### config.mk
export PLATFORM = sky130hd
export DESIGN_NAME = ppu_spgen_bank
export DESIGN_NICKNAME = d
export VERILOG_FILES = /design/src/rtl/ppu_spgen_bank.sv
export SDC_FILE = /design/constraint.sdc
export NUM_CORES = 1
export LEC_CHECK = 0
export ABC_AREA = 1
export CAP_MARGIN = 10
export CORE_MARGIN = 2
export CORE_UTILIZATION = 55
export CTS_CLUSTER_SIZE = 16
export DETAILED_ROUTE_END_ITERATION = 7
export HOLD_SLACK_MARGIN = 0.12
export PLACE_DENSITY = 0.73
export SLEW_MARGIN = 20
export SYNTH_ARGS = -nofsm -noshare
export SYNTH_HDL_FRONTEND = slang
export SYNTH_SLANG_ARGS = --single-unit
### constraint.sdc
create_clock -name clk_25mhz -period 4.8 [get_ports clk_25mhz]
set_clock_uncertainty 0.2 [all_clocks]
set_input_delay 0.72 -clock clk_25mhz [delete_from_list [all_inputs] [get_ports clk_25mhz]]
set_output_delay 0.72 -clock clk_25mhz [all_outputs]
set_load 0.01 [all_outputs]
### src/rtl/ppu_spgen_bank.sv
// rtl/ppu_spgen_bank.sv - bank of scanline sprite slots with priority mux and collision flag
module ppu_spgen_bank #(
    parameter int NUM_SLOTS = 8,
    parameter int SCALE_W   = 2,
    parameter int SLOT_W    = $clog2(NUM_SLOTS)
) (
    input  logic               clk_25mhz,
    input  logic               rst,
    input  logic               enable,
    input  logic               line_start,
    input  logic               load,
    input  logic [SLOT_W-1:0]  load_slot,
    input  logic [7:0]         xpos,
    input  logic [7:0]         attr,
    input  logic [7:0]         line0,
    input  logic [7:0]         line1,
    input  logic [SCALE_W-1:0] scalex,
    output logic [3:0]         pixel_out,
    output logic               pixel_valid,
    output logic               pixel_behind,
    output logic [SLOT_W-1:0]  win_slot,
    output logic               collision
);

    typedef enum logic [1:0] {
        S_IDLE,
        S_WAIT,
        S_DRAW,
        S_DONE
    } slot_state_t;

    slot_state_t        state       [NUM_SLOTS];
    logic [7:0]         down_count  [NUM_SLOTS];
    logic [SCALE_W-1:0] scale_count [NUM_SLOTS];
    logic [2:0]         pix_idx     [NUM_SLOTS];
    logic [7:0]         shift0      [NUM_SLOTS];
    logic [7:0]         shift1      [NUM_SLOTS];
    // Only behind-background and palette matter after load; fliph is applied at load time.
    logic [2:0]         attr_q      [NUM_SLOTS];

    logic [1:0]         color       [NUM_SLOTS];
    logic               win_found;
    logic               multi_opaque;
    logic [SLOT_W-1:0]  win_idx;
    logic [1:0]         win_color;
    logic [2:0]         win_attr;

    wire unused_attr_bits = &{1'b0, attr[7], attr[4:2]};

    function automatic logic [7:0] rev8(input logic [7:0] v);
        logic [7:0] r;
        for (int b = 0; b < 8; b++) begin
            r[b] = v[7-b];
        end
        return r;
    endfunction

    always_comb begin
        for (int i = 0; i < NUM_SLOTS; i++) begin
            color[i] = (state[i] == S_DRAW) ? {shift1[i][7], shift0[i][7]} : 2'b00;
        end
    end

    // Lowest opaque slot wins; any further opaque slot marks a collision.
    always_comb begin
        win_found    = 1'b0;
        multi_opaque = 1'b0;
        win_idx      = '0;
        win_color    = 2'b00;
        win_attr     = 3'b000;
        for (int i = 0; i < NUM_SLOTS; i++) begin
            if (color[i] != 2'b00) begin
                if (win_found) begin
                    multi_opaque = 1'b1;
                end else begin
                    win_found = 1'b1;
                    win_idx   = SLOT_W'(i);
                    win_color = color[i];
                    win_attr  = attr_q[i];
                end
            end
        end
    end

    always_ff @(posedge clk_25mhz) begin
        if (rst) begin
            for (int i = 0; i < NUM_SLOTS; i++) begin
                state[i]       <= S_IDLE;
                down_count[i]  <= 8'h00;
                scale_count[i] <= '0;
                pix_idx[i]     <= 3'd0;
                shift0[i]      <= 8'h00;
                shift1[i]      <= 8'h00;
                attr_q[i]      <= 3'b000;
            end
        end else begin
            for (int i = 0; i < NUM_SLOTS; i++) begin
                if (load && (load_slot == SLOT_W'(i))) begin
                    scale_count[i] <= scalex;
                    down_count[i]  <= xpos;
                    pix_idx[i]     <= 3'd0;
                    attr_q[i]      <= {attr[5], attr[1:0]};
                    shift0[i]      <= attr[6] ? rev8(line0) : line0;
                    shift1[i]      <= attr[6] ? rev8(line1) : line1;
                    if (xpos == 8'hFF) begin
                        state[i] <= S_IDLE;
                    end else if (xpos == 8'h00) begin
                        state[i] <= S_DRAW;
                    end else begin
                        state[i] <= S_WAIT;
                    end
                end else if (line_start) begin
                    state[i] <= S_IDLE;
                end else if (!enable) begin
                    scale_count[i] <= scalex;
                end else if (scale_count[i] != '0) begin
                    scale_count[i] <= scale_count[i] - 1'b1;
                end else begin
                    scale_count[i] <= scalex;
                    case (state[i])
                        S_WAIT: begin
                            down_count[i] <= down_count[i] - 8'd1;
                            if (down_count[i] == 8'd1) begin
                                state[i]   <= S_DRAW;
                                pix_idx[i] <= 3'd0;
                            end
                        end
                        S_DRAW: begin
                            shift0[i]  <= {shift0[i][6:0], 1'b0};
                            shift1[i]  <= {shift1[i][6:0], 1'b0};
                            pix_idx[i] <= pix_idx[i] + 3'd1;
                            if (pix_idx[i] == 3'd7) begin
                                state[i] <= S_DONE;
                            end
                        end
                        default: ;
                    endcase
                end
            end
        end
    end

    always_ff @(posedge clk_25mhz) begin
        if (rst) begin
            pixel_out    <= 4'h0;
            pixel_valid  <= 1'b0;
            pixel_behind <= 1'b0;
            win_slot     <= '0;
            collision    <= 1'b0;
        end else begin
            if (line_start) begin
                collision <= 1'b0;
            end else if (enable && multi_opaque) begin
                collision <= 1'b1;
            end
            if (enable) begin
                pixel_out    <= win_found ? {win_attr[1:0], win_color} : 4'h0;
                pixel_valid  <= win_found;
                pixel_behind <= win_found & win_attr[2];
                win_slot     <= win_idx;
            end
        end
    end

endmodule

Word level (Yosys, flattened, before mapping):

Memories as Yosys holds them, arrays and structs flattened.
Cells that the tools add are included.

* register bits after elaboration: 10
* bits in writable memories: 272
* logic and storage cells: 992
* input bits: 42
* memories: 7

* eq/ne operators: 40
* bitwise operators: 161
* muxes and demuxes: 727
* add/sub/neg operators: 24
* reduce and logical (&&, ||, !) cells: 28

Memory list
* down_count: words 8, bits a word 8, rd ports 8, clocked after memory_dff 0, write ports 8, RTL line 33 `logic [7:0] down_count [NUM_SLOTS];`
* shift0: words 8, bits a word 8, rd ports 8, clocked after memory_dff 0, write ports 8, RTL line 36 `logic [7:0] shift0 [NUM_SLOTS];`
* shift1: words 8, bits a word 8, rd ports 8, clocked after memory_dff 0, write ports 8, RTL line 37 `logic [7:0] shift1 [NUM_SLOTS];`
* attr_q: words 8, bits a word 3, rd ports 8, clocked after memory_dff 0, write ports 8, RTL line 39 `logic [2:0] attr_q [NUM_SLOTS];`
* pix_idx: words 8, bits a word 3, rd ports 8, clocked after memory_dff 0, write ports 8, RTL line 35 `logic [2:0] pix_idx [NUM_SLOTS];`
* scale_count: words 8, bits a word 2, rd ports 8, clocked after memory_dff 0, write ports 8, RTL line 34 `logic [SCALE_W-1:0] scale_count [NUM_SLOTS];`
* 1 more memories

Operator list (count)
* $mux W1: 514
* $mux W8: 50
* $mux W2: 103
* $mux W3: 59
* $or A1 B1 Y1: 160
* $eq A8 B1 Y1 const B: 8
* $sub A8 B1 Y8 const B: 8
* $eq A3 B3 Y1 const B: 12
* $reduce_bool A2 Y1: 16
* $add A3 B1 Y3 const B: 8
* $eq A2 B1 Y1 const B: 8
* $eq A2 B2 Y1 const B: 8
* $sub A2 B1 Y2 const B: 8
* $logic_and A1 B1 Y1: 9
* $eq A8 B8 Y1 const B: 1
* $logic_not A8 Y1: 1
* $eq A3 B2 Y1 const B: 2
* $mux W4: 1
* $eq A3 B1 Y1 const B: 1
* $logic_not A3 Y1: 1
* $reduce_or A2 Y1: 1
* $and A1 B1 Y1: 1

Logic depth before layout (Yosys ltp):

Gate-level depths: netlist of the first run.
An unclocked memory read counts as a cell.

* word-level depth: 20
* depth in mapped cells: 13
* gate-level depth less buffers: 13

Worst setup path before layout of the first run:

No wires, ideal clock.

* kind: input to register
* start: input port line_start
* end: memory pix_idx[1][0] (netlist: pix_idx[0][3]) (enable)
* buffers on the path: 1
* slack: 2.061 ns
* setup time: 0.295 ns
* arrival: 2.244 ns
* stages on the path: 9
* cell sequence: buf_4 > nor2_8 > inv_2 > nor2_1 > nand3_1 > nor2_2 > inv_1 > nand2_1 > or2_2

RTL lines
* start, declared: RTL line 10 `input logic line_start,`
* end, declared: RTL line 35

==> results of run 1 <==
[power breakdown]
part | switching (mW) | internal [mW]
Sequential | 0.0644 | 2.86
Clock | 0.960 | 1.33
Combinational | 0.360 | 0.169
[synth_stat cells (4+ instances only)]
library cell	instances
sky130_fd_sc_hd__nand2_1	299
sky130_fd_sc_hd__edfxtp_1	272
sky130_fd_sc_hd__o21ai_0	179
sky130_fd_sc_hd__nor2_1	174
sky130_fd_sc_hd__inv_1	167
sky130_fd_sc_hd__nand3_1	73
sky130_fd_sc_hd__a21oi_1	71
sky130_fd_sc_hd__ha_1	40
sky130_fd_sc_hd__xnor2_1	29
sky130_fd_sc_hd__clkbuf_1	23
sky130_fd_sc_hd__o22ai_1	23
sky130_fd_sc_hd__nor3_1	17
sky130_fd_sc_hd__nand4_1	12
sky130_fd_sc_hd__o21ai_1	12
sky130_fd_sc_hd__buf_2	11
sky130_fd_sc_hd__dfxtp_1	10
sky130_fd_sc_hd__nor2_2	9
sky130_fd_sc_hd__inv_2	8
sky130_fd_sc_hd__xor2_1	8
sky130_fd_sc_hd__buf_4	6
sky130_fd_sc_hd__or2_2	5
sky130_fd_sc_hd__nand2_2	4
sky130_fd_sc_hd__nor4_1	4
[kinds of logic (layout without fill, tap and decap cells)]
family,count (synthesis),in the layout,share of synthesized area (%)
AOI/OAI and AO/OA,306,306,11.4
xor gates and xnor gates,37,37,2.26
adders and majority gates,40,40,3.48
buffers and inverters,220,295,6.11
DFF,282,282,58.3
and+or+nand+nor,615,615,18.5
[sequential cells by signal, summed over array words and instances (netlist names)]
name / count
win_slot: 3
pix_idx: 24
attr_q: 24
shift1: 64
down_count: 64
pixel_out: 4
pixel_behind: 1
scale_count: 16
collision: 1
pixel_valid: 1
state: 16
shift0: 64
[worst reg2reg max path, stage by stage, from the launching register on]
cell and delay [ns]:
sky130_fd_sc_hd__edfxtp_1 0.39, sky130_fd_sc_hd__inv_1 0.07, sky130_fd_sc_hd__ha_1 0.16, sky130_fd_sc_hd__inv_1 0.05, sky130_fd_sc_hd__nor3_2 0.22, sky130_fd_sc_hd__nand3_1 0.44, sky130_fd_sc_hd__nor3_1 0.46, sky130_fd_sc_hd__a21oi_1 0.10
sky130_fd_sc_hd__nand3_1 0.12
[worst min-delay path by stage]
stage	from	to	slack (ns)	cells after the start
after floorplan	collision	collision	0.27	2
after global placement	pixel_behind	pixel_behind	0.26	2
after detailed placement	pixel_out[3]	pixel_out[3]	0.26	2
after CTS	pixel_out[3]	pixel_out[3]	0.27	2
after global routing	pixel_out[3]	pixel_out[3]	0.28	2
final	pixel_out[3]	pixel_out[3]	0.27	2
[per-stage QoR]
step	hold WS, ns	setup slack (ns)	util, %
after global placement	0.256	1.03	58.6
final	0.266	1.48	62.4
after floorplan	0.274	2.06	-
after global routing	0.284	1.34	62.4
after CTS	0.267	1.54	62.4
after detailed placement	0.258	0.965	58.6
[routing by layer]
layer / GRT usage [%] / vias to the layer above / routed length [µm]
met2: 41.9 / 406 / 16100
li1: - / 5223 / -
met1: 33.1 / 5152 / 14300
met3: 3.50 / 75 / 2500
met4: 8.46 / 0 / 1140
met5: 0 / - / 0
[cells in the final DEF, fill, tap and decap left out, types with 3 or more instances in the layout]
| cell type | netlist | layout |
|---|---|---|
| sky130_fd_sc_hd__nand2_1 | 299 | 299 |
| sky130_fd_sc_hd__edfxtp_1 | 272 | 272 |
| sky130_fd_sc_hd__o21ai_0 | 179 | 178 |
| sky130_fd_sc_hd__nor2_1 | 174 | 174 |
| sky130_fd_sc_hd__inv_1 | 167 | 167 |
| sky130_fd_sc_hd__nand3_1 | 73 | 73 |
| sky130_fd_sc_hd__a21oi_1 | 71 | 71 |
| sky130_fd_sc_hd__clkdlybuf4s50_1 | 0 | 47 |
| sky130_fd_sc_hd__ha_1 | 40 | 40 |
| sky130_fd_sc_hd__clkbuf_16 | 0 | 30 |
| sky130_fd_sc_hd__xnor2_1 | 29 | 29 |
| sky130_fd_sc_hd__o22ai_1 | 23 | 23 |
| sky130_fd_sc_hd__nor3_1 | 17 | 17 |
| sky130_fd_sc_hd__buf_4 | 6 | 15 |
| sky130_fd_sc_hd__o21ai_1 | 12 | 13 |
| sky130_fd_sc_hd__nand4_1 | 12 | 12 |
| sky130_fd_sc_hd__dfxtp_1 | 10 | 10 |
| sky130_fd_sc_hd__nor2_2 | 9 | 9 |
| sky130_fd_sc_hd__clkinv_2 | 0 | 9 |
| sky130_fd_sc_hd__inv_2 | 8 | 8 |
| sky130_fd_sc_hd__xor2_1 | 8 | 8 |
| sky130_fd_sc_hd__clkinv_1 | 2 | 7 |
| sky130_fd_sc_hd__clkbuf_1 | 23 | 7 |
| sky130_fd_sc_hd__or2_2 | 5 | 5 |
| sky130_fd_sc_hd__nand2_2 | 4 | 4 |
| sky130_fd_sc_hd__nor4_1 | 4 | 4 |
| sky130_fd_sc_hd__nor2_4 | 3 | 3 |
| sky130_fd_sc_hd__o21ai_2 | 3 | 3 |
| sky130_fd_sc_hd__nand3b_1 | 3 | 3 |
| sky130_fd_sc_hd__bufinv_16 | 0 | 3 |
[cell type report]
cell class / count / area [µm²] / area share, %
Clock buffer: 38 / 791 / 4.90
Clock inverter: 18 / 184 / 1.14
Inverter: 177 / 664 / 4.12
Multi-Input combinational cell: 998 / 5120 / 31.7
Sequential cell: 282 / 8370 / 51.9
Tap cell: 335 / 419 / 2.60
Timing Repair Buffer: 62 / 583 / 3.62
==> PnR_summary.wiki, run 1 <==
{| class="wikitable"
! Metric !! Value
|-
| Root Buffer || sky130_fd_sc_hd__clkbuf_16
|-
| Kind of capture point of the worst setup path || flop
|-
| Sequential share of the synthesized area || 58.3%
|-
| Vias per std cell || 5.68
|-
| Number of sinks driven by the clock tree || 282
|-
| Standard-cell rows || 59
|-
| Max Clk Rate || 302 MHz
|-
| Cell types with the largest area share after synthesis || sky130_fd_sc_hd__edfxtp_1 (57%), sky130_fd_sc_hd__nand2_1 (7.8%), sky130_fd_sc_hd__o21ai_0 (6.2%)
|-
| Ports placed on the boundary || 52
|-
| Reg2Reg Launch Point || scale_count[0][0]
|-
| Category of the worst setup path launch point || input pin
|-
| CP top delay family || simple AND/OR/NAND/NOR gates
|-
| Type of the most critical hold path || reg2reg
|-
| Area share of the largest cell type after synthesis || 56.9%
|-
| Drt pass-1 iters || 7
|-
| Max Buffers Root-to-Sink || 3
|-
| Worst R2R Path Depth || 8
|-
| Synth Instances || 1500
|-
| Setup slack, reg-to-reg || 2.27 ns
|-
| Number of remaining DRC errors || 0
|-
| Effective utilization at floorplan || 55.6%
|-
| Initial DRC count || 925
|-
| Filler instances || 2126
|-
| Total core area || 0.0258 mm²
|-
| Crit path from || rst
|-
| Destination of the worst register-to-register timing path || state[0][1]
|-
| Layout cell share with drive strength beyond 1 || 6.54%
|-
| Unrepaired setup endpoints after global routing || no
|-
| Post-layout instance area || 0.0161 mm²
|-
| Cell area after placement || 0.0152 mm²
|-
| Floorplan die area || 0.0274 mm²
|-
| Overall power consumption || 5.74 mW
|-
| Final Max Tran Viols || 0
|-
| Actual transition at the worst max-transition pin || 1.13 ns
|-
| Leading area contributor after synthesis || sky130_fd_sc_hd__edfxtp_1
|-
| Summed instance area of the synthesized netlist || 0.0144 mm²
|-
| Clock tree from TritonCTS || built
|-
| Antenna violations before repair || 0
|-
| Destination of the critical timing path || down_count[1][28]
|-
| Asr flop ratio synth || 0%
|-
| Total CTS buffers || 30
|-
| Share of the cycle needed by the critical path after routing || 69.1%
|-
| Vias after detailed routing || 10900
|-
| Data required time of the critical path || 4.81 ns
|-
| Hold-fix buffers, CTS || 0
|-
| Data arrival, critical path || 3.33 ns
|-
| Wire length of the first global-routing pass || 52500 µm
|-
| Height of the die || 166 µm
|-
| Routed wirelength normalized by instance count || 17.8 µm
|-
| Final setup vio count || 0
|-
| Buffers & Inverters on Critical Path || 3
|-
| Critical Path Most Common Cell || sky130_fd_sc_hd__nand2_1
|-
| Ys Warns || 0
|-
| Leak || 6.37 nW
|-
| Top FF cell, synth || sky130_fd_sc_hd__edfxtp_1
|-
| Number of placed cells counting well taps || 1854
|-
| Diodes inserted || 0
|-
| Number of port buffers || 47
|-
| Pin count of the biggest net entering global routing || 33
|-
| Stages on the worst setup path || 7
|-
| Remaining global-route overflow || 0
|-
| Number of unique standard cell types used by synthesis || 50
|-
| Highest-delay cell along the critical path || sky130_fd_sc_hd__clkdlybuf4s50_1
|-
| Post-Layout Cell Count || 1910
|-
| Final critical delay including setup and external delays || 3.32 ns
|-
| Global placer's final weighted congestion || 0.941
|-
| Cells along the critical path || clkdlybuf4s50_1 > inv_2 > buf_4 > nand2_1 > nor2_1 > nand2_1 > nand2_1
|-
| Number of hold violations in the final report || 0
|-
| Pwr dens || 356 mW/mm²
|-
| Layout overhead on the synthesized area || 12.3%
|-
| Maximum vdd ir drop || 261 µV
|-
| Count of flip-flops with a built-in enable after synthesis || 272
|-
| Top fanout value on the critical path || 30
|-
| Deepest level of the CTS H-tree || 1
|-
| Vias in the first global route || 10200
|-
| Type of the worst setup path || in2reg
|-
| Count of state elements after synthesis || 282
|-
| DP Wirelength || 23600 µm
|-
| Number of nets still failing antenna checks after routing || 0
|-
| Sum of negative setup slack || 0 ns
|-
| Status || finished clean
|-
| # Post-CTS Setup Buffers || 0
|-
| Headroom to the max-slew limit || 24.3%
|-
| Chip width || 166 µm
|-
| Maximum single-stage delay on the critical path || 0.76 ns
|-
| Post-Syn Nets || 1582
|-
| Clock latency reported for the late side of the worst-skew pair || 0.58 ns
|-
| Mean area per synthesized cell || 9.58 µm²
|-
| Number of max-capacitance violations reported || 0
|-
| Net count reported at finish || 1633
|-
| Quantity of gates resized following cts || 0
|-
| Overall routing resource usage || 24.8%
|-
| Clock-pin slew reported for the worst setup and hold paths after clock tree synthesis || 0.06 ns
|-
| Final Routed Wirelength || 34000 µm
|}
(Power assumes the default switching activity.)
==> run 2: changes to the inputs <==
Clock period 4.8 ns to 3.4 ns, I/O delays scaled along.
==> run 2 against run 1 <==
Routed wire length up 1.3%. Cell area up 2.1%. Sequential cell count unchanged. Largest cell class unchanged. Largest power group unchanged.
==> PnR_summary.wiki, run 2 (same netlist as run 1, synthesis figures left out) <==
{| class="wikitable"
! Metric !! Value
|-
| Clock latency reported for the late side of the worst-skew pair || 0.56 ns (-0.02 ns)
|-
| Number of remaining DRC errors || 0 (unchanged)
|-
| Type of the most critical hold path || reg2reg
|-
| Number of hold violations in the final report || 0 (unchanged)
|-
| Global placer's final weighted congestion || 0.963 (+2.3%)
|-
| Most frequent cells in the layout || sky130_fd_sc_hd__nand2_1 (299), sky130_fd_sc_hd__edfxtp_1 (272), sky130_fd_sc_hd__o21ai_0 (178), sky130_fd_sc_hd__nor2_1 (174), sky130_fd_sc_hd__inv_1 (167)
|-
| Number of port buffers || 47 (unchanged)
|-
| # Post-CTS Setup Buffers || 0 (unchanged)
|-
| Unrepaired setup endpoints after global routing || no
|-
| Data required time of the critical path || 3.60 ns (-1.21 ns)
|-
| Pwr dens || 503 mW/mm² (+41%)
|-
| Total core area || 0.0258 mm² (unchanged)
|-
| Vias after detailed routing || 11000 (+1.4%)
|-
| Status || finished clean
|-
| Diodes inserted || 0 (unchanged)
|-
| Floorplan die area || 0.0274 mm² (unchanged)
|-
| Headroom to the max-slew limit || 39.3% (+15 points)
|-
| Quantity of gates resized following cts || 0 (unchanged)
|-
| Total CTS buffers || 30 (unchanged)
|-
| Share of the cycle needed by the critical path after routing || 78.9%
|-
| Final setup vio count || 0 (unchanged)
|-
| Standard-cell rows || 59 (unchanged)
|-
| Most frequent standard cell in the layout excluding fill and tap cells || sky130_fd_sc_hd__nand2_1
|-
| Top fanout value on the critical path || 18 (-40%)
|-
| Leak || 6.56 nW (+3.0%)
|-
| Maximum single-stage delay on the critical path || 0.60 ns (-0.16 ns)
|-
| Overall routing resource usage || 25.1% (+0.33 points)
|-
| Height of the die || 166 µm (unchanged)
|-
| Highest-delay cell along the critical path || sky130_fd_sc_hd__clkdlybuf4s50_1
|-
| Reported net switching power || 1.94 mW (+40%)
|-
| Max Buffers Root-to-Sink || 3 (unchanged)
|-
| Layout cell share with drive strength beyond 1 || 8.69% (+2.2 points)
|-
| DP Wirelength || 24200 µm (+2.6%)
|-
| Combinational share of power || 9.4% (+0.2 points)
|-
| Clk pwr share || 40.7% (+0.9 points)
|-
| Remaining global-route overflow || 0 (unchanged)
|-
| Ports placed on the boundary || 52 (unchanged)
|-
| Clock tree from TritonCTS || built
|-
| Kind of capture point of the worst setup path || flop
|-
| Number of placed cells counting well taps || 1891 (+2.0%)
|-
| Final critical delay including setup and external delays || 2.68 ns
|-
| Switching share of power || 23.5% (-0.66 points)
|-
| Internal Pwr Total || 6.34 mW (+46%)
|-
| Seq pwr share || 49.8% (-1.1 points)
|-
| Number of sinks driven by the clock tree || 282 (unchanged)
|-
| Post-Layout Cell Count || 1946 (+1.9%)
|-
| Sum of negative setup slack || 0 ns (unchanged)
|-
| Biggest regs || down_count: 64 flops, shift0: 64 flops, shift1: 64 flops
|-
| Clock-pin slew reported for the worst setup and hold paths after clock tree synthesis || 0.06 ns (about the same)
|-
| Filler instances || 2045 (-3.8%)
|-
| Hold-fix buffers, CTS || 0 (unchanged)
|-
| Layout overhead on the synthesized area || 14.6%
|-
| Category of the worst setup path launch point || input pin
|-
| Maximum vdd ir drop || 359 µV (+38%)
|-
| Actual transition at the worst max-transition pin || 0.910 ns (-0.217 ns)
|-
| Root Buffer || sky130_fd_sc_hd__clkbuf_16
|-
| Effective utilization at floorplan || 55.6% (unchanged)
|-
| Drt pass-1 iters || 6 (-1)
|-
| Final Routed Wirelength || 34500 µm (+1.3%)
|-
| Net count reported at finish || 1670 (+2.3%)
|-
| Type of the worst setup path || in2reg
|-
| Data arrival, critical path || 2.89 ns (-0.44 ns)
|-
| Routed wirelength normalized by instance count || 17.7 µm (-0.62%)
|-
| Number of max-capacitance violations reported || 0 (unchanged)
|-
| Antenna violations before repair || 0 (unchanged)
|-
| Max Clk Rate || 373 MHz
|-
| Initial DRC count || 1226 (+33%)
|-
| Wire length of the first global-routing pass || 53300 µm (+1.5%)
|-
| Vias in the first global route || 10200 (+0.20%)
|-
| Pin count of the biggest net entering global routing || 30 (-9.1%)
|-
| Final Max Tran Viols || 0 (unchanged)
|-
| Chip width || 166 µm (unchanged)
|-
| Critical Path Most Common Cell || sky130_fd_sc_hd__buf_4
|-
| Vias per std cell || 5.66 (-0.45%)
|-
| Deepest level of the CTS H-tree || 1 (unchanged)
|-
| Number of nets still failing antenna checks after routing || 0 (unchanged)
|-
| Cells along the critical path || clkdlybuf4s50_1 > buf_4 > nor2_1 > clkinv_1 > buf_4 > o21ai_0
|}
==> run 2: cell count changes in the layout (fill, tap and decap cells not counted), sizes merged <==
cell,change
buf,+37
clkinv,-5
clkbuf,+2
bufinv,+1
clkinvlp,+1
==> run 2: power groups by stage <==
stage | Combinational [mW] | Sequential, mW | Clock (mW)
finish | 0.781 | 4.13 | 3.38
floorplan | 0.480 | 4.18 | 0
detailed placement | 0.767 | 4.20 | 0
CTS | 0.775 | 4.13 | 3.42
global route | 0.866 | 4.15 | 3.54
global placement | 0.747 | 4.19 | 0
==> run 2: critical path: cells and delay by family <==
family / cells / cell delay [ns]
buf+inv: 4 / 1.79
simple gates: 1 / 0.41
compound gates: 1 / 0.17
==> run 2: path summary, 6_finish.rpt <==
check	start	to	slack (ns)	cells past startpoint
worst min-delay path	pixel_behind	pixel_behind	0.28	2
worst max register to register	shift1[0][15]	pixel_out[2]	0.94	10
worst min register to register	pixel_behind	pixel_behind	0.28	2
worst max-delay path	rst	shift0[1][4]	0.72	6
==> run 2: per-layer routing <==
| metal | wire length (µm) | GRT usage, % | vias to the layer above | share of wire [%] |
|---|---|---|---|---|
| met5 | 0 | 0 | - | 0 |
| met2 | 16200 | 41.8 | 454 | 47 |
| met3 | 2830 | 3.25 | 75 | 8.2 |
| li1 | - | - | 5310 | - |
| met1 | 14100 | 33.5 | 5172 | 41 |
| met4 | 1280 | 10.2 | 0 | 3.7 |
==> run 2: final cells by class <==
| cell class | instances | area, µm² | share of cell area (%) |
|---|---|---|---|
| clock buffers | 40 | 848 | 5.15 |
| clock inverters | 15 | 180 | 1.09 |
| inverters | 177 | 664 | 4.04 |
| multi-input cells | 998 | 5120 | 31.1 |
| flip-flops and latches | 282 | 8370 | 50.8 |
| well taps | 335 | 419 | 2.55 |
| repair buffers | 99 | 861 | 5.23 |
==> run 2: per-stage QoR <==
| stage | util, % | area [µm²] | hold slack (ns) | worst slack, ns | power (mW) |
|---|---|---|---|---|---|
| floorplan | - | 14400 | 0.274 | 0.871 | 4.66 |
| global placement | 59.7 | 15400 | 0.256 | 0.257 | 4.94 |
| detailed placement | 59.7 | 15400 | 0.264 | 0.194 | 4.97 |
| CTS | 63.7 | 16500 | 0.273 | 0.768 | 8.32 |
| global route | 63.7 | 16500 | 0.284 | 0.617 | 8.55 |
| finish | 63.7 | 16500 | 0.275 | 0.718 | 8.29 |
==> run 3: changes to the inputs <==
Clock period 3.4 ns to 2.6 ns, I/O delays scaled along.
==> run 3 against run 2 <==
Count of clock-buffer cells in the layout fell by 6. Cell count rose by 3.2%. Total power rose by 29%. Global-route usage rose by 0.18 points. Hold slack got worse by 0.026 ns. Sequential power rose by 31%. Critical path depth rose by 5. Setup slack got worse by 0.51 ns. Via count rose by 1.4%. Cell area rose by 4.0%. Critical path type is now reg2reg. Critical endpoint is now win_slot[0]. Largest cell class unchanged. Largest power group unchanged.
==> PnR_summary.wiki, run 3 (same netlist as run 1, synthesis figures left out) <==
{| class="wikitable"
! Metric !! Value
|-
| Root Buffer || sky130_fd_sc_hd__clkbuf_16
|-
| Height of the die || 166 µm (unchanged)
|-
| Most frequent standard cell in the layout excluding fill and tap cells || sky130_fd_sc_hd__nand2_1
|-
| Category of the worst setup path launch point || flop
|-
| Final Routed Wirelength || 34600 µm (+0.54%)
|-
| Pin count of the biggest net entering global routing || 33 (+10%)
|-
| Highest-delay cell along the critical path || sky130_fd_sc_hd__edfxtp_1
|-
| Global routing usage on met1 || 33.7% (+0.15 points)
|-
| Vias per std cell || 5.56 (-1.7%)
|-
| Buffers & Inverters on Critical Path || 2 (-2)
|-
| Multi-input logic area || 0.00512 mm² (unchanged)
|-
| Leak || 6.93 nW (+5.7%)
|-
| Total CTS buffers || 29 (-3.3%)
|-
| Pwr dens || 625 mW/mm² (+24%)
|-
| Maximum vdd ir drop || 471 µV (+31%)
|-
| Final Max Tran Viols || 0 (unchanged)
|-
| Number of remaining DRC errors || 0 (unchanged)
|-
| Share of the cycle needed by the critical path after routing || 92.2%
|-
| Chip width || 166 µm (unchanged)
|-
| Vias in the first global route || 10500 (+2.6%)
|-
| Total core area || 0.0258 mm² (unchanged)
|-
| Biggest regs || down_count: 64 flops, shift0: 64 flops, shift1: 64 flops
|-
| Effective utilization at floorplan || 55.6% (unchanged)
|-
| Number of sinks driven by the clock tree || 282 (unchanged)
|-
| Number of port buffers || 47 (unchanged)
|-
| Unrepaired setup endpoints after global routing || no
|-
| DP Wirelength || 25000 µm (+3.3%)
|-
| Maximum single-stage delay on the critical path || 0.43 ns (-0.17 ns)
|-
| Wire length of the first global-routing pass || 53700 µm (+0.82%)
|-
| Data required time of the critical path || 2.89 ns (-0.71 ns)
|-
| Antenna violations before repair || 0 (unchanged)
|-
| CP top delay family || simple AND/OR/NAND/NOR gates
|-
| Quantity of gates resized following cts || 0 (unchanged)
|-
| Diodes inserted || 0 (unchanged)
|-
| Final setup vio count || 0 (unchanged)
|-
| Cells along the critical path || inv_1 > nor2_1 > o21ai_1 > nand2_1 > nor2_4 > nand2_2 > inv_2 > nand2_1 > o21ai_1 > nand2_1 > a21oi_1
|-
| Grt met3 use || 3.17% (-0.075 points)
|-
| Max Clk Rate || 417 MHz
|-
| Final critical delay including setup and external delays || 2.40 ns
|-
| Ports placed on the boundary || 52 (unchanged)
|-
| Max Buffers Root-to-Sink || 3 (unchanged)
|-
| Remaining global-route overflow || 0 (unchanged)
|-
| Global placer's final weighted congestion || 0.917 (-4.7%)
|-
| Drt pass-1 iters || 5 (-1)
|-
| Clock tree from TritonCTS || built
|-
| Layout overhead on the synthesized area || 19.2%
|-
| Type of the most critical hold path || reg2reg
|-
| Initial DRC count || 1091 (-11%)
|-
| Routed wirelength normalized by instance count || 17.3 µm (-2.6%)
|-
| Critical Path Most Common Cell || sky130_fd_sc_hd__nand2_1
|-
| Overall routing resource usage || 25.3% (+0.18 points)
|-
| Number of hold violations in the final report || 0 (unchanged)
|-
| Number of nets still failing antenna checks after routing || 0 (unchanged)
|-
| Area of all sequential standard cells || 0.00837 mm² (unchanged)
|-
| Clock latency reported for the late side of the worst-skew pair || 0.56 ns (about the same)
|-
| Floorplan die area || 0.0274 mm² (unchanged)
|-
| Fraction of met2 tracks used by global routing || 43.3% (+1.5 points)
|-
| Layout cell share with drive strength beyond 1 || 11.8% (+3.1 points)
|-
| Final cell utilization of the core || 66.3% (+2.6 points)
|-
| Clock-pin slew reported for the worst setup and hold paths after clock tree synthesis || 0.06 ns (about the same)
|-
| Net count reported at finish || 1733 (+3.8%)
|-
| Standard-cell rows || 59 (unchanged)
|-
| Vias after detailed routing || 11200 (+1.4%)
|-
| Actual transition at the worst max-transition pin || 0.801 ns (-0.109 ns)
|-
| Kind of capture point of the worst setup path || flop
|-
| # Post-CTS Setup Buffers || 0 (unchanged)
|-
| Type of the worst setup path || reg2reg
|-
| Most frequent cells in the layout || sky130_fd_sc_hd__nand2_1 (299), sky130_fd_sc_hd__edfxtp_1 (272), sky130_fd_sc_hd__o21ai_0 (179), sky130_fd_sc_hd__nor2_1 (174), sky130_fd_sc_hd__inv_1 (167)
|-
| Headroom to the max-slew limit || 46.2% (+7.0 points)
|-
| Deepest level of the CTS H-tree || 1 (unchanged)
|-
| Hold-fix buffers, CTS || 0 (unchanged)
|-
| Data arrival, critical path || 2.69 ns (-0.20 ns)
|-
| Top fanout value on the critical path || 16 (-2)
|-
| Filler instances || 2011 (-1.7%)
|-
| Busiest grt layer || met2
|-
| Status || finished clean
|-
| Sum of negative setup slack || 0 ns (unchanged)
|-
| Number of max-capacitance violations reported || 0 (unchanged)
|}
[run 3: worst paths after layout]
path | from | to | slack (ns) | depth (start not counted)
setup / recovery | state[0][1] | win_slot[0] | 0.20 | 11
hold / removal | collision | collision | 0.25 | 2
setup reg to reg | state[0][1] | win_slot[0] | 0.20 | 11
hold reg to reg | collision | collision | 0.25 | 2
[run 3: worst min-delay path: stages, from the launching register on]
cell and delay (ns):
sky130_fd_sc_hd__dfxtp_1 0.31, sky130_fd_sc_hd__inv_1 0.05, sky130_fd_sc_hd__a21oi_1 0.05
[run 3: power by group]
part | switching, mW | internal (mW) | total, mW
Clock | 1.74 | 2.45 | 4.19
Combinational | 0.695 | 0.420 | 1.12
Sequential | 0.120 | 5.28 | 5.40
[run 3: layout make-up]
cell class / instances / area share, %
clock buffer: 34 / 4.35
clock inverter: 19 / 1.19
inverter: 177 / 3.88
multi-input combinational: 998 / 29.9
sequential: 282 / 48.9
tap: 335 / 2.45
timing repair buffer: 163 / 9.37
[run 3: metrics by stage]
stage	cell area [µm²]	hold WS [ns]	setup slack (ns)	power, mW	std cells
detailed placement	16200	0.242	-0.0516	6.59	1955
global route	17100	0.272	0.0706	11.1	2008
global placement	16200	0.239	-0.0345	6.55	1955
CTS	17100	0.252	0.288	10.7	2008
finish	17100	0.249	0.203	10.7	2008
floorplan	14400	0.274	0.191	6.09	1500
[run 3: per-layer routing]
metal,vias to the layer above,wire length (µm)
met5,-,0
met4,0,1070
met3,70,2360
met2,397,16700
met1,5257,14500
li1,5442,-
==> RTL change (config.mk and constraints of run 2) <==
Register the input `xpos` before use. The logic sees it one clock later. The other inputs are not delayed to match.
--- a/src/rtl/ppu_spgen_bank.sv
+++ b/src/rtl/ppu_spgen_bank.sv
@@ -28,6 +28,12 @@
         S_DRAW,
         S_DONE
     } slot_state_t;
+
+    logic [7:0] xpos_q;
+
+    always_ff @(posedge clk_25mhz) begin
+        xpos_q <= xpos;
+    end
 
     slot_state_t        state       [NUM_SLOTS];
     logic [7:0]         down_count  [NUM_SLOTS];
@@ -97,14 +103,14 @@
             for (int i = 0; i < NUM_SLOTS; i++) begin
                 if (load && (load_slot == SLOT_W'(i))) begin
                     scale_count[i] <= scalex;
-                    down_count[i]  <= xpos;
+                    down_count[i]  <= xpos_q;
                     pix_idx[i]     <= 3'd0;
                     attr_q[i]      <= {attr[5], attr[1:0]};
                     shift0[i]      <= attr[6] ? rev8(line0) : line0;
                     shift1[i]      <= attr[6] ? rev8(line1) : line1;
-                    if (xpos == 8'hFF) begin
+                    if (xpos_q == 8'hFF) begin
                         state[i] <= S_IDLE;
-                    end else if (xpos == 8'h00) begin
+                    end else if (xpos_q == 8'h00) begin
                         state[i] <= S_DRAW;
                     end else begin
                         state[i] <= S_WAIT;
Check against the original RTL: not settled (the Yosys comparison gave no result); the edit may change what the design does.
==> RTL change against run 2 <==
Synthesized area up 1.4%; power up 2.0%; cell area up 1.0%; wire length is 1.1% higher; synthesized cell count fell by 1.9%; sequential cell count increased by 8; critical path depth grew 4; setup slack better by 0.16 ns; critical path type unchanged; critical endpoint is now pix_idx[1][3]$_SDFFCE_PN0P_; largest cell class unchanged.
==> RTL change: results (changes against run 2) <==
stage,metric,value,unit,change
detailed_routing,wl_met1,14900,um,+5.6%
worst_setup_path,arrival,2.60,ns,-0.29 ns
status,status,"complete, no violations",,
synth,synth_warnings,0,,unchanged
clock_network,cts_max_path_buffers,3,,unchanged
place,hpwl,24200,um,about the same
clock_network,cts-resized-gates,0,,unchanged
synth,ys_top_cells_by_count,"edfxtp_1, nand2_1, o21ai_0",,
detailed_routing,dr.pass1.iters,6,,unchanged
cells_and_area,nets,1639,,-1.9%
detailed_routing,wl_met2,16900,um,+4.2%
detailed_routing,drt_iter0_markers,976,,-20%
synth,yosysSeqAreaShare,58.5,%,+0.27 points
worst_setup_path,critical_path.max_fanout,9,,-9
worst_setup_path,startpoint,line_start,,
clock_network,cts_max_level,1,,unchanged
synth,syn_nets,1554,,-1.8%
global_route,grt.total_usage,25.1,%,-0.032 points
power_and_ir_drop,irDropWorstVdd,425,uV,+18%
cells_and_area,drive_gt1_share,11.8,%,+3.1 points
detailed_routing,dr_wl_met3,2370,um,-16%
timing,relSlewSlack,40.5,%,+1.2 points
place,place_ws,0.350,ns,+0.155 ns
worst_setup_path,r2r_start,state[0][2]$_SDFFCE_PN0P_,,
min_path,holdCritStartpoint,xpos[5],,
place,portBuffers,47,,unchanged
place,place.gp.congestion,0.939,,-2.4%
global_route,grt_pass1_wl,55700,um,+4.5%
detailed_routing,wire_per_inst,18.2,um,+2.6%
place,placed_area,15600,um2,+1.2%
synth,synthArstFlopShare,0,%,unchanged
global_route,antenna_found_initial,0,,unchanged
clock_network,clk_pin_slew,0.07,ns,
power_and_ir_drop,switching_share,24.4,%,+0.98 points
clock_network,cts_root_buffer,clkbuf_16,,
clock_network,insertion_delay,0.57,ns,
synth,yosysUniqueCellTypes,50,,unchanged
synth,synthTopCellsByArea,"edfxtp_1, nand2_1, o21ai_0, nor2_1, inv_1",,
place,place_inst,1859,,-1.7%
min_path,min_path_type,input pin to flip-flop,,
global_route,globalRouteMet2Util,42.2,%,+0.37 points
cells_and_area,fillers,2094,,+2.4%
detailed_routing,route.vias.total,10925,,-0.78%
global_route,gr-usage-met1,35.2,%,+1.7 points
cells_and_area,stdcell_area,16600,um2,+1.0%
clock_network,cts_inserted_buffers,31,,+3.3%
synth,synthCells,1472,,-1.9%
power_and_ir_drop,leakage,6.53,nW,-0.51%
global_route,gr-usage-met3,3.07,%,-0.18 points
detailed_routing,wl,34800,um,+1.1%
RTL change: changes by cell type after synthesis, sizes merged, moves of 4 or more:
cell and delta:
nand3 +7, clkbuf -8, o21a +5, buf +11, nand2 -31, a21oi -15
xor2 +4, dfxtp +8, o21ai +7, nor2 -6, inv -12
RTL change: layout make-up:
| type | count | area share, % |
|---|---|---|
| Sequential cell | 290 | 51.3 |
| Multi-Input combinational cell | 972 | 31.2 |
| Timing Repair Buffer | 98 | 5.13 |
| Clock buffer | 34 | 4.73 |
| Inverter | 164 | 3.70 |
| Tap cell | 335 | 2.52 |
| Clock inverter | 24 | 1.42 |
RTL change: worst max-delay path: stages:
cell and delay [ns]:
clkdlybuf4s50_1 0.57, buf_4 0.26, nor2_8 0.21, inv_2 0.17
nor2_2 0.13, nand2_2 0.09, inv_2 0.07, nand3_2 0.14
nor2_1 0.24, or2_1 0.21
RTL change: power by group through the flow:
stage               sequential, mW  clock, mW  combinational, mW
floorplan                     4.28          0              0.492
global placement              4.30          0              0.757
detailed placement            4.31          0              0.775
CTS                           4.24       3.45              0.784
global route                  4.26       3.58              0.880
finish                        4.24       3.42              0.792
RTL change: logic make-up after synthesis:
family / after synthesis / share of synthesized area, %
buf+inv: 210 / 5.84
xor+xnor: 42 / 2.52
fa+ha+maj: 40 / 3.43
simple gates: 584 / 18.3
flops: 290 / 58.5
compound gates: 306 / 11.4
RTL change: worst paths after layout:
path | endpoint | slack [ns] | cells past startpoint
setup / recovery | pix_idx[1][3]$_SDFFCE_PN0P_ | 0.88 | 10
hold / removal | xpos_q[5]$_DFF_P_ | 0.18 | 1
setup reg to reg | pixel_out[2]$_SDFFE_PP0P_ | 1.14 | 9
hold reg to reg | win_slot[2]$_SDFFE_PP0P_ | 0.26 | 2
